==> src/rtl/branch_predictor.sv <==
`default_nettype none
// ============================================================================
// Module   : branch_predictor
// Purpose  : gshare direction predictor (2-bit PHT) plus direct-mapped BTB,
//            zero-latency lookup, non-speculative history updated from execute.
// Revision : 1.0  initial release
// ============================================================================
module branch_predictor #(
    parameter int DBITS    = 32,
    parameter int GHR_BITS = 8,
    parameter int BTB_IDX  = 4
) (
    input  logic                clk,
    input  logic                reset,
    input  logic [DBITS-1:0]    fe_pc,
    output logic                pred_taken,
    output logic [DBITS-1:0]    pred_pc_next,
    output logic [GHR_BITS-1:0] pred_index,
    input  logic                upd_valid,
    input  logic [DBITS-1:0]    upd_pc,
    input  logic                upd_taken,
    input  logic [DBITS-1:0]    upd_target,
    input  logic [GHR_BITS-1:0] upd_index,
    input  logic                upd_pred_taken,
    output logic [31:0]         stat_branches,
    output logic [31:0]         stat_mispredicts
);

    localparam int c_PHT_DEPTH = 1 << GHR_BITS;
    localparam int c_BTB_DEPTH = 1 << BTB_IDX;
    localparam int c_TAG_W     = DBITS - BTB_IDX - 2;
    localparam logic [DBITS-1:0] c_PC_STEP = DBITS'(4);

    logic [1:0]             r_pht       [c_PHT_DEPTH];
    logic [c_BTB_DEPTH-1:0] r_btb_valid;
    logic [c_TAG_W-1:0]     r_btb_tag   [c_BTB_DEPTH];
    logic [DBITS-1:0]       r_btb_tgt   [c_BTB_DEPTH];
    logic [GHR_BITS-1:0]    r_ghr;
    logic [31:0]            r_stat_branches;
    logic [31:0]            r_stat_mispredicts;

    logic [GHR_BITS-1:0]    w_pred_index;
    logic [BTB_IDX-1:0]     w_fe_slot;
    logic [c_TAG_W-1:0]     w_fe_tag;
    logic                   w_btb_hit;
    logic                   w_pred_taken;
    logic [BTB_IDX-1:0]     w_upd_slot;
    logic [c_TAG_W-1:0]     w_upd_tag;
    logic [1:0]             w_upd_cnt;

    // Lookup path: purely combinational off current state, no update bypass.
    assign w_pred_index = fe_pc[GHR_BITS+1:2] ^ r_ghr;
    assign w_fe_slot    = fe_pc[BTB_IDX+1:2];
    assign w_fe_tag     = fe_pc[DBITS-1:BTB_IDX+2];
    assign w_btb_hit    = r_btb_valid[w_fe_slot] && (r_btb_tag[w_fe_slot] == w_fe_tag);
    assign w_pred_taken = r_pht[w_pred_index][1] && w_btb_hit;

    assign pred_taken       = w_pred_taken;
    assign pred_index       = w_pred_index;
    assign pred_pc_next     = w_pred_taken ? r_btb_tgt[w_fe_slot] : (fe_pc + c_PC_STEP);
    assign stat_branches    = r_stat_branches;
    assign stat_mispredicts = r_stat_mispredicts;

    assign w_upd_slot = upd_pc[BTB_IDX+1:2];
    assign w_upd_tag  = upd_pc[DBITS-1:BTB_IDX+2];
    assign w_upd_cnt  = r_pht[upd_index];

    always_ff @(posedge clk) begin
        if (reset) begin
            for (int i = 0; i < c_PHT_DEPTH; i++) begin
                r_pht[i] <= 2'b01;
            end
            r_btb_valid        <= '0;
            r_ghr              <= '0;
            r_stat_branches    <= '0;
            r_stat_mispredicts <= '0;
        end else if (upd_valid) begin
            if (upd_taken) begin
                if (w_upd_cnt != 2'b11) begin
                    r_pht[upd_index] <= w_upd_cnt + 2'b01;
                end
                r_btb_valid[w_upd_slot] <= 1'b1;
            end else if (w_upd_cnt != 2'b00) begin
                r_pht[upd_index] <= w_upd_cnt - 2'b01;
            end
            r_ghr           <= {r_ghr[GHR_BITS-2:0], upd_taken};
            r_stat_branches <= r_stat_branches + 32'd1;
            if (upd_pred_taken != upd_taken) begin
                r_stat_mispredicts <= r_stat_mispredicts + 32'd1;
            end
        end
    end

    // Tag/target payload is qualified by the valid bits, so it needs no reset.
    always_ff @(posedge clk) begin
        if (!reset && upd_valid && upd_taken) begin
            r_btb_tag[w_upd_slot] <= w_upd_tag;
            r_btb_tgt[w_upd_slot] <= upd_target;
        end
    end

endmodule
`default_nettype wire
==> config.mk <==
export PLATFORM = sky130hd
export DESIGN_NAME = branch_predictor
export DESIGN_NICKNAME = d
export VERILOG_FILES = /design/src/rtl/branch_predictor.sv
export SDC_FILE = /design/constraint.sdc
export NUM_CORES = 2
export LEC_CHECK = 0
export ABC_CLOCK_PERIOD_IN_PS = 6100
export CAP_MARGIN = 5
export CORE_ASPECT_RATIO = 2
export CORE_UTILIZATION = 55
export DETAILED_ROUTE_END_ITERATION = 8
export HOLD_SLACK_MARGIN = 0.15
export PLACE_DENSITY = 0.73
export SLEW_MARGIN = 20
export SYNTH_ARGS = -nofsm -noshare
export SYNTH_HDL_FRONTEND = slang
export SYNTH_SLANG_ARGS = --single-unit
==> constraint.sdc <==
create_clock -name clk -period 6.1 [get_ports clk]
set_input_delay 0.61 -clock clk [delete_from_list [all_inputs] [get_ports clk]]
set_output_delay 0.61 -clock clk [all_outputs]
set_load 0.005 [all_outputs]
==> results.toml <==
[yosys]
synth.top_cell.area_share_pct = 62.60
async_flop_share_pct = 0
syn-num-nets = 4765
ys_seq_area_share_pct = 65.15
synth_flop_cell = "edfxtp_1"
yosys_warnings = 0
ys_ff_latch = 1528
synthTopCellsByArea = "edfxtp_1 (63%), mux4_2 (14%), nor2_1 (3.4%)"
avgSynthCellArea_um2 = 14.85
postSynthCellCount = 4653
synth_area_mm2 = 0.06908
ys_types = 77
synth_edf_count = 1440
synth_area_leader_cell = "edfxtp_1"

[timing]
period_minus_slack_ps = 5950
rsz0062_at_grt = "false"
skew_ps = 47.34
setup_violations = 0
worstMarginPinSlew_ps = 1162
finalCritPeriodShare_pct = 97.53
hold_viol_final = 0
slew_headroom_pct = 22.55
fmax_ghz = 0.1681
drv_slew = 0
tns_ps = 0

[cts]
postCtsSetupRepairBufs = 0
ctsHoldBuffers = 0
clock_latency_ps = 800
numCtsBuffers = 134
cts_root_buf = "clkbuf_16"
clock_path_buffers = 3
clock_sinks = 1528
htree_levels = 4
cts_tree = "built"
cts_resized = 0
path_clk_slew_ps = 60

[flow_run]
cap_violations = 0

[drt]
viasPerCell = 6.685
vias = 43930
wirelength_mm = 202.3
wl_per_cell_um = 30.79
antenna_left = 0
dr.pass1.iters = 7
drc_errors = 0
drt_iter0_drc = 5026

[worst_setup_path]
path_max_fanout = 32
crit_path_end_kind = "primary output"
critPathArrivalTime_ps = 5340
worstPathRequired_ps = 5490
path_class = "flip-flop to primary output"
worst_r2r_path_depth = 11
critPathLaunchType = "flip-flop"

[power_and_ir_drop]
p_leak_nw = 24.14
power_density_mw_per_mm2 = 287.8
irDropWorstVdd_mv = 0.3137

[global_route]
grt_use_total_pct = 32.27
grt.overflow.total = 0
grt_pass1_vias = 44550
grt_first_pass_wirelength_mm = 291.8
antenna_found_initial = 13
grt_max_degree = 186

[worst_hold_path]
hold_path_class = "input port to flip-flop"
whs_path_depth = 2

[finish]
most-common-layout-cells = "edfxtp_1 (1440), nor2_1 (606), mux4_2 (436)"
multi_input_area_mm2 = 0.02206
synthToLayoutAreaGrowth_pct = 12.70
final_cells = 6571
drive_above_1_share_pct = 18.53
seqCellArea_mm2 = 0.04500
final_common_cell = "edfxtp_1"
nets = 4906
fillers = 8800

[die]
start_util_pct = 55.56
die-area_mm2 = 0.1271
dieHeight_um = 503.2
die_w_um = 252.6
rows = 183
coreArea_mm2 = 0.1243
ioPinCount = 214

[placement]
dpl.hpwl_mm = 126.1
placedCellCount = 6323
io_buffer_count = 211
gp_congestion = 1.010

[run_status]
outcome = "complete, no violations"
state kept, by name (all words and copies together) (netlist names):
| name | flops |
|---|---|
| stat_mispredicts | 32 |
| r_pht | 512 |
| r_btb_tag | 416 |
| stat_branches | 32 |
| r_ghr | 8 |
| r_btb_valid | 16 |
| r_btb_tgt | 512 |
routing by layer:
| layer | vias to the layer above | part of all wire (%) | track usage (%) |
|---|---|---|---|
| met2 | 2841 | 51 | 55.80 |
| li1 | 18170 | - | - |
| met1 | 22170 | 31 | 34.87 |
| met5 | - | 0.051 | 0 |
| met3 | 739 | 9.0 | 6.706 |
| met4 | 16 | 8.4 | 23.70 |
critical path: stages, from the launching register on:
cell and delay, ps:
dfxtp_1 450, xnor2_4 120, inv_2 400, buf_12 330, mux4_2 290, nand2_1 50, and3_1 180, a2111oi_1 900
a21oi_1 80, o2111ai_1 220, buf_4 180, and3_2 210, buf_12 230, mux2_1 350, clkdlybuf4s50_1 480
synth_stat cells (53+ instances only):
library cell	count
a21oi_1	261
nand2_1	372
clkbuf_1	241
xor2_1	56
nor3_1	287
xnor2_1	53
nand3_1	88
dfxtp_1	88
mux4_2	436
nor2_1	623
mux2i_1	114
edfxtp_1	1440
buf_2	96
path summary, 6_finish.rpt:
check,startpoint,endpoint,slack (ps)
worst min-delay path,reset,r_ghr[4]$_SDFFE_PP0P_,320
worst max-delay path,r_ghr[0]$_SDFFE_PP0P_,pred_pc_next[8],150
worst min register to register,r_btb_valid[10]$_SDFFE_PP0P_,r_btb_valid[10]$_SDFFE_PP0P_,450
worst max register to register,r_pht[126][0]$_SDFFCE_PN1P_,r_pht[70][1]$_SDFFCE_PN0P_,1970
cell type report:
cell class                 instances  share of cell area [%]
antenna                            5                 0.01607
multi-input combinational       2681                   28.34
sequential                      1528                   57.80
clock inverter                    68                   1.043
timing repair buffer             424                   5.353
inverter                          25                  0.1254
clock buffer                     175                   4.648
tap                             1665                   2.676
per-stage QoR:
step                worst slack, ps  util, %  hold WS, ps  total power, mW  area [um2]
finish                        150.5    62.62        320.1            22.40       77860
global route                  50.70    62.61        304.1            22.93       77850
CTS                           193.3    62.61        263.5            22.44       77840
detailed placement            409.9    59.04        433.5            14.05       73410
global placement              179.4    59.04        427.8            14.01       73410
floorplan                      1712        -        421.0            13.19       69080
power breakdown:
part           leakage (nW)  internal, mW  switching (mW)
Clock                  2.12          4.52            4.01
Sequential             13.4          11.7          0.0952
Combinational          8.57         0.790            1.33
Total                  24.1          17.0            5.43
cells by family after synthesis:
| family | Yosys count | synth area share, % |
|---|---|---|
| simple gates | 1529 | 9.732 |
| flops | 1528 | 65.15 |
| mux | 597 | 16.63 |
| buf+inv | 444 | 3.146 |
| compound gates | 441 | 3.845 |
| xor+xnor | 111 | 1.445 |
| fa+ha+maj | 3 | 0.05434 |
(Power assumes the default switching activity.)
